===== config.mk =====
export PLATFORM = sky130hd
export DESIGN_NAME = sa_ram_rws_param
export DESIGN_NICKNAME = d
export VERILOG_FILES = /design/src/rtl/sa_ram_rws_param.sv
export SDC_FILE = /design/constraint.sdc
export NUM_CORES = 2
export LEC_CHECK = 0
export BUFFER_PORTS_ARGS = -buffer_cell sky130_fd_sc_hd__buf_2
export CAP_MARGIN = 20
export CORE_MARGIN = 3
export CORE_UTILIZATION = 45
export CTS_CLUSTER_DIAMETER = 150
export DETAILED_ROUTE_END_ITERATION = 10
export MAX_ROUTING_LAYER = met4
export PLACE_DENSITY = 0.67
export SYNTH_ARGS = -nofsm -noshare
export SYNTH_HDL_FRONTEND = slang
export SYNTH_SLANG_ARGS = --single-unit

===== constraint.sdc =====
create_clock -name clk -period 9.15 [get_ports clk]
set_input_delay 1.83 -clock clk [delete_from_list [all_inputs] [get_ports clk]]
set_output_delay 1.83 -clock clk [all_outputs]
set_load 0.02 [all_outputs]

===== src/rtl/sa_ram_rws_param.sv =====
// -----------------------------------------------------------------------------
// sa_ram_rws_param
//
// Purpose:
//   Single-clock RAM with one read port and one write port (DEPTH x WIDTH).
//   After every reset the control FSM sweeps the whole array and writes zero
//   to each word. This takes exactly DEPTH cycles. While the sweep runs, user
//   reads and writes are ignored. Read data is registered, and can optionally
//   pass through one more pipeline stage (OUT_REG = 1).
//
// Parameters:
//   WIDTH   - data width in bits
//   DEPTH   - number of words (2..4096, need not be a power of two)
//   AW      - address width, must satisfy ceil(log2(DEPTH)) <= AW
//   OUT_REG - number of extra output pipeline stages (0 or 1)
//
// Ports:
//   clk           - single clock, all state updates on the rising edge
//   rstn          - synchronous active-low reset
//   ra, re        - read address / read enable
//   dout, rd_vld  - registered read data / one-cycle valid pulse
//   wa, we, di    - write address / write enable / write data
//   init_done     - high once the zeroing sweep has finished
//   pwrbus_ram_pd - power-down bus, accepted but has no functional effect
//
// Configuration macro:
//   SA_RAM_WRITE_BYPASS_EN - when defined, a read and a write to the same
//   in-range address in the same cycle return the new write data
//   (write-first). When undefined, the read returns the old contents
//   (read-first). This macro changes nothing else.
// -----------------------------------------------------------------------------
module sa_ram_rws_param #(
    parameter int WIDTH   = 64,
    parameter int DEPTH   = 64,
    parameter int AW      = 6,
    parameter int OUT_REG = 0
) (
    input  logic             clk,
    input  logic             rstn,
    input  logic [AW-1:0]    ra,
    input  logic             re,
    output logic [WIDTH-1:0] dout,
    output logic             rd_vld,
    input  logic [AW-1:0]    wa,
    input  logic             we,
    input  logic [WIDTH-1:0] di,
    output logic             init_done,
    input  logic [31:0]      pwrbus_ram_pd
);

    typedef enum logic [0:0] {
        ST_INIT  = 1'b0,
        ST_READY = 1'b1
    } state_t;

    // Range limit is one bit wider than the address, so that DEPTH == 2**AW
    // still fits in the constant.
    localparam logic [AW:0]   DEPTH_LIM = (AW+1)'(DEPTH);
    localparam logic [AW-1:0] LAST_IDX  = AW'(DEPTH - 1);

    state_t             state_r;
    state_t             state_nxt_s;
    logic [AW-1:0]      init_cnt_r;
    logic               init_done_r;

    logic [WIDTH-1:0]   mem_r [DEPTH];

    logic               mem_we_s;
    logic [AW-1:0]      mem_wa_s;
    logic [WIDTH-1:0]   mem_wd_s;
    logic               rd_en_s;

    logic               ra_in_range_s;
    logic               wa_in_range_s;
    logic [WIDTH-1:0]   rd_word_s;

    logic [WIDTH-1:0]   rd_data_r;
    logic               rd_vld1_r;

    // The power-down bus is only reduced into a sink net. It must never
    // influence behaviour.
    logic               pwrbus_unused_s;
    assign pwrbus_unused_s = ^pwrbus_ram_pd;

    assign ra_in_range_s = ({1'b0, ra} < DEPTH_LIM);
    assign wa_in_range_s = ({1'b0, wa} < DEPTH_LIM);

    // State register: FSM state, sweep counter and the registered init_done flag.
    always_ff @(posedge clk) begin
        if (!rstn) begin
            state_r     <= ST_INIT;
            init_cnt_r  <= '0;
            init_done_r <= 1'b0;
        end else begin
            state_r     <= state_nxt_s;
            init_done_r <= (state_nxt_s == ST_READY);
            if (state_r == ST_INIT) begin
                init_cnt_r <= init_cnt_r + AW'(1);
            end else begin
                init_cnt_r <= init_cnt_r;
            end
        end
    end

    // Next-state logic: leave INIT right after the last word is cleared. READY is then held until reset.
    always_comb begin
        state_nxt_s = state_r;
        case (state_r)
            ST_INIT: begin
                if (init_cnt_r == LAST_IDX) begin
                    state_nxt_s = ST_READY;
                end else begin
                    state_nxt_s = ST_INIT;
                end
            end
            ST_READY: state_nxt_s = ST_READY;
            default:  state_nxt_s = ST_INIT;
        endcase
    end

    // Output decode: while INIT runs, the sweep owns the write port and user traffic is ignored.
    always_comb begin
        mem_we_s = 1'b0;
        mem_wa_s = '0;
        mem_wd_s = '0;
        rd_en_s  = 1'b0;
        case (state_r)
            ST_INIT: begin
                mem_we_s = 1'b1;
                mem_wa_s = init_cnt_r;
                mem_wd_s = '0;
                rd_en_s  = 1'b0;
            end
            ST_READY: begin
                mem_we_s = we & wa_in_range_s;
                mem_wa_s = wa;
                mem_wd_s = di;
                rd_en_s  = re;
            end
            default: begin
                mem_we_s = 1'b0;
                mem_wa_s = '0;
                mem_wd_s = '0;
                rd_en_s  = 1'b0;
            end
        endcase
    end

    // Storage write port. The array itself is not reset. It is cleared only by the INIT sweep.
    always_ff @(posedge clk) begin
        if (rstn && mem_we_s) begin
            mem_r[mem_wa_s] <= mem_wd_s;
        end
    end

    // Read word selection: out-of-range reads return zero, and the collision policy is chosen at build time.
    always_comb begin
        rd_word_s = '0;
        if (ra_in_range_s) begin
`ifdef SA_RAM_WRITE_BYPASS_EN
            if (we && (wa == ra)) begin
                rd_word_s = di;
            end else begin
                rd_word_s = mem_r[ra];
            end
`else
            rd_word_s = mem_r[ra];
`endif
        end else begin
            rd_word_s = '0;
        end
    end

    // First read stage: capture the data on a read, and otherwise hold the last value.
    always_ff @(posedge clk) begin
        if (!rstn) begin
            rd_data_r <= '0;
            rd_vld1_r <= 1'b0;
        end else begin
            rd_vld1_r <= rd_en_s;
            if (rd_en_s) begin
                rd_data_r <= rd_word_s;
            end else begin
                rd_data_r <= rd_data_r;
            end
        end
    end

    generate
        if (OUT_REG != 0) begin : g_out_reg
            logic [WIDTH-1:0] dout_r;
            logic             rd_vld2_r;

            // Optional output stage: data moves forward only with its valid, so dout holds between reads.
            always_ff @(posedge clk) begin
                if (!rstn) begin
                    dout_r    <= '0;
                    rd_vld2_r <= 1'b0;
                end else begin
                    rd_vld2_r <= rd_vld1_r;
                    if (rd_vld1_r) begin
                        dout_r <= rd_data_r;
                    end else begin
                        dout_r <= dout_r;
                    end
                end
            end

            assign dout   = dout_r;
            assign rd_vld = rd_vld2_r;
        end else begin : g_no_out_reg
            assign dout   = rd_data_r;
            assign rd_vld = rd_vld1_r;
        end
    endgenerate

    assign init_done = init_done_r;

endmodule


Yosys cells after proc, flatten, opt, wreduce, memory -nomap -nowiden
Memories as Yosys holds them, arrays and structs flattened. A register that Yosys moved wholly into a read port is not among the register bits.
Index checks and enable logic that the tools add are counted.
Word-level totals
  word-level logic and storage cells: 17
  output and inout bits: 66
  bits in latches: 0
  memory bits (writable): 4096
  bits of input ports: 112
  memories: 1
  flip-flop bits (word level): 8
  ROM bits: 0
Memories
  mem_r: words 64, width 64, rd ports 1, clocked after Yosys merged registers in 1, write ports 1, RTL line 66  | logic [WIDTH-1:0] mem_r [DEPTH];
Cells by class
  bitwise logic cells: 1
  shift operators: 0
  equality and inequality tests: 1
  divide/modulo/power cells: 0
  reductions and logical operators: 2
  $lt $le $gt $ge: 0
  add/sub/neg operators: 1
  multipliers: 0
  muxes and demuxes: 8
Operators by type and width (count)
  $pmux 64 s2: 1
  $pmux 6 s2: 1
  $add 6x1->6 const B: 1
  $eq 6x6->1 const B: 1
  $pmux 1 s2: 3
  $mux 1: 3
  $logic_and 1x1->1: 1
  $logic_not 1->1: 1
  $not 1->1: 1

Logic depth before layout (Yosys ltp)
  depth after elaboration: 5
  depth in mapped cells: 11
  depth with buffers taken out: 6

Worst setup path after synthesis
Ideal clock, no wire load.
  kind: input port to flip-flop
  from: input wa[2]
  to: memory mem_r[0][0], enable pin
  data arrival time: 5072 ps
  slack: 3591 ps
  path buffers: 0
  library setup time: 487 ps
  stages on the path: 4
  required time: 8663 ps
  cells stage by stage: a21o_1 -> nor2_1 -> nand2_1 -> nor2_1
Between the ends
  longest elaborated chain between the ends: 1
RTL lines
  start: declaration: RTL line 44  | input logic [AW-1:0] wa,
  $pmux 6 s2: RTL line 127  | case (state_r)
  end: declaration: RTL line 66
Every way passes these cells.

==> impl_metrics.ini <==
[status]
status = finished clean

[logic_synthesis]
syn_avg_cell_area_um2 = 21.13
netlist_area_um2 = 160000
synthFlopType = edfxtp_1
yosysTopAreaCell = edfxtp_1
yosysSeqAreaShare_pct = 77.76
netlist_top_cells_area = edfxtp_1, mux4_2, mux2i_1
async_flop_share_pct = 0
ys_types = 54
synthesis.instances = 7575
synth-edff-count = 4096
syn_nets = 7688
synth-seq-cells = 4168
synth_top_area_share_pct = 76.86
ys_warn_count = 0

[setup_path]
slowest_stage = o311ai_0
crit_path_max_incr_delay_ns = 0.95
cp_max_fo = 42
path_cells = buf_8 -> buf_4 -> nand2b_4 -> buf_4 -> o22ai_1 -> nor2_1 -> nor3b_1 -> o311ai_0 -> o211ai_1
rr_startpoint = init_done
cp_top_family = buffers and inverters
r2r_cells = 6
crit_top_cell = buf_4
cp.required_ns = 9.87
cp.arrival_ns = 5.73
endpoint_kind = flop
crit_type = input port to flop
cp.depth = 9
crit_buf_inv = 3
r2r-end = mem_r[36][18]
critPathLaunchType = input port
reg2reg_slack_ns = 4.68

[clock_tree]
numClockSinks = 4168
root_buffer = clkbuf_16
htree_levels = 5
cts_made_buffers = 390
clk-insertion-delay-late_ns = 0.92
post_cts_buffers = 0
cts_hold_buf = 0
cts_buffer_depth = 4
cts_tree = done
cts.clk_slew.worst_paths_ns = 0.07
cts_resized = 0

[placement]
io_buffers = 145
place_congestion = 0.7962
post-dp-hpwl_um = 223900
dp.cells = 12210

[power]
power_switching_mw = 7.695
pwr-share-comb_pct = 3.5
netSwitchingFraction_pct = 20.15
ir_worst_vdd_mv = 0.1544
internal-power_mw = 30.50
power_frac_clock_pct = 42.3
power.leakage_nw = 59.03
power.density_nw_per_um2 = 211.7
seq_power_share_pct = 54.2

[grt]
overflow = 0
grt_pass1_vias = 80520
grt_max_degree = 136
antenna_found_initial = 27
grt.total_usage_pct = 24.14
grt_pass1_wl_um = 607800

[cells_and_area]
drive_above_1_share_pct = 22.72
nets = 8025
layout.cells.most_common = edfxtp_1
area_growth_syn_to_layout_pct = 12.74
final_cells = 12990
layout_common_cells = edfxtp_1, mux2i_1, mux4_2, clkbuf_16, o22ai_1

[timing]
setup-tns-final_ns = 0
fin_crit_ns = 5.010
finalMaxSlewViolations = 0
relSlewSlack_pct = 19.27
rsz0062_at_grt = no
hold_viol_final = 0
worst_pin_slew_ns = 1.211
max_freq_ghz = 0.1996
period_share_pct = 54.75
skew_ns = 0.04670
setup-violations-final = 0

[die]
rows = 218
coreArea_um2 = 353200
die-area_um2 = 362800
die_w_um = 602.3
initial_utilization_pct = 45.30
die_h_um = 602.3
io_pins = 178

[drt]
drc = 0
routed_wl_um = 431600
routed_via_density = 6.252
dr.pass1.iters = 6
drtIter0Drc = 10900
routedWlPerCell_um = 33.23
via_count = 81210
ant_nets = 0

[min_path]
hold_end = dout[1]
worstHoldPathType = flop to flop
hold_depth = 2
worstHoldStart = dout[1]

[job]
drv_cap = 0
synthesized netlist by cell type, drive strengths merged, types with 2 or more instances:
master / instances
or3: 2
or2: 2
a22oi: 5
a211o: 15
a2bb2oi: 47
o32ai: 2
a211oi: 2
a21boi: 49
a221oi: 69
mux2i: 760
a22o: 48
edfxtp: 4096
nor2: 120
o22a: 2
o221ai: 130
nor2b: 34
nand2b: 8
o22ai: 256
mux2: 78
o211ai: 47
a21oi: 34
a221o: 16
a31oi: 32
nand3: 16
dfxtp: 72
and2: 71
o311ai: 47
a32oi: 9
o21ai: 158
mux4: 686
xnor2: 3
nand2: 132
clkbuf: 173
nor3b: 48
and3: 2
inv: 10
buf: 283
o21a: 2
worst register-to-register path, delay by kind of cell, from the launching register on:
kind	cells	cell delay, ns
buffers and inverters	3	1.73
DFF	1	0.91
and+or+nand+nor	2	0.89
AOI/OAI and AO/OA	1	0.45
worst max path at each step:
stage / from / to / slack (ns)
3_3_place_gp: ra[2] / dout[54] / 3.11
5_1_grt: ra[2] / dout[61] / 4.12
6_report: ra[2] / dout[61] / 4.14
2_1_floorplan: wa[2] / mem_r[0][0] / 3.59
4_1_cts: ra[2] / dout[61] / 4.12
3_5_place_dp: ra[2] / dout[61] / 3.15
power groups by stage:
stage | sequential, mW | combinational [mW] | clock [mW]
final | 20.7 | 1.34 | 16.1
after global routing | 20.7 | 1.40 | 17.1
after CTS | 20.7 | 1.34 | 16.3
after detailed placement | 21.1 | 1.33 | 0
after global placement | 21.1 | 1.32 | 0
after floorplan | 21.1 | 0.938 | 0
per-layer routing:
metal  vias up  wire [um]  track usage (%)
met5         -          0                -
met4         0      16230            8.232
met3       754      40890            3.914
met2      4453     213200            38.59
met1     43410     161200            31.70
li1      32600          -                -
cell families (layout without fill, tap and decap cells):
group | count (synthesis) | in the layout | share of synthesized area, %
AOI/OAI and AO/OA | 975 | 975 | 4.369
xor gates and xnor gates | 3 | 3 | 0.01642
adders and majority gates | 1 | 1 | 0.007818
buffers and inverters | 467 | 1127 | 1.547
DFF | 4168 | 4168 | 77.76
muxes | 1524 | 1524 | 14.96
other | 0 | 24 | 0
and+or+nand+nor | 437 | 437 | 1.339
sequential cells by signal, summed over array words and instances (netlist names):
name and cells:
mem_r 4096, dout 64, init_cnt_r 6, init_done 1, rd_vld 1
cell type report:
class | count | area [um2]
flip-flops and latches | 4168 | 124400
multi-input cells | 2940 | 33750
clock inverters | 225 | 2205
diodes | 24 | 60.06
well taps | 4730 | 5918
clock buffers | 490 | 10460
repair buffers | 401 | 3533
fillers | 27170 | 172800
inverters | 11 | 43.79
stage by stage:
| stage | utilization [%] | setup WS [ns] | hold WS, ns | total power, mW | instance area, um2 |
|---|---|---|---|---|---|
| 2_1_floorplan | - | 3.591 | 0.4870 | 22.07 | 160000 |
| 3_3_place_gp | 47.22 | 3.111 | 0.4820 | 22.44 | 166800 |
| 3_5_place_dp | 47.25 | 3.149 | 0.4736 | 22.46 | 166900 |
| 4_1_cts | 50.83 | 4.119 | 0.4973 | 38.36 | 179600 |
| 5_1_grt | 51.07 | 4.122 | 0.5266 | 39.19 | 180400 |
| 6_report | 51.08 | 4.140 | 0.4991 | 38.19 | 180400 |
Power figures use the tool's default switching activity.
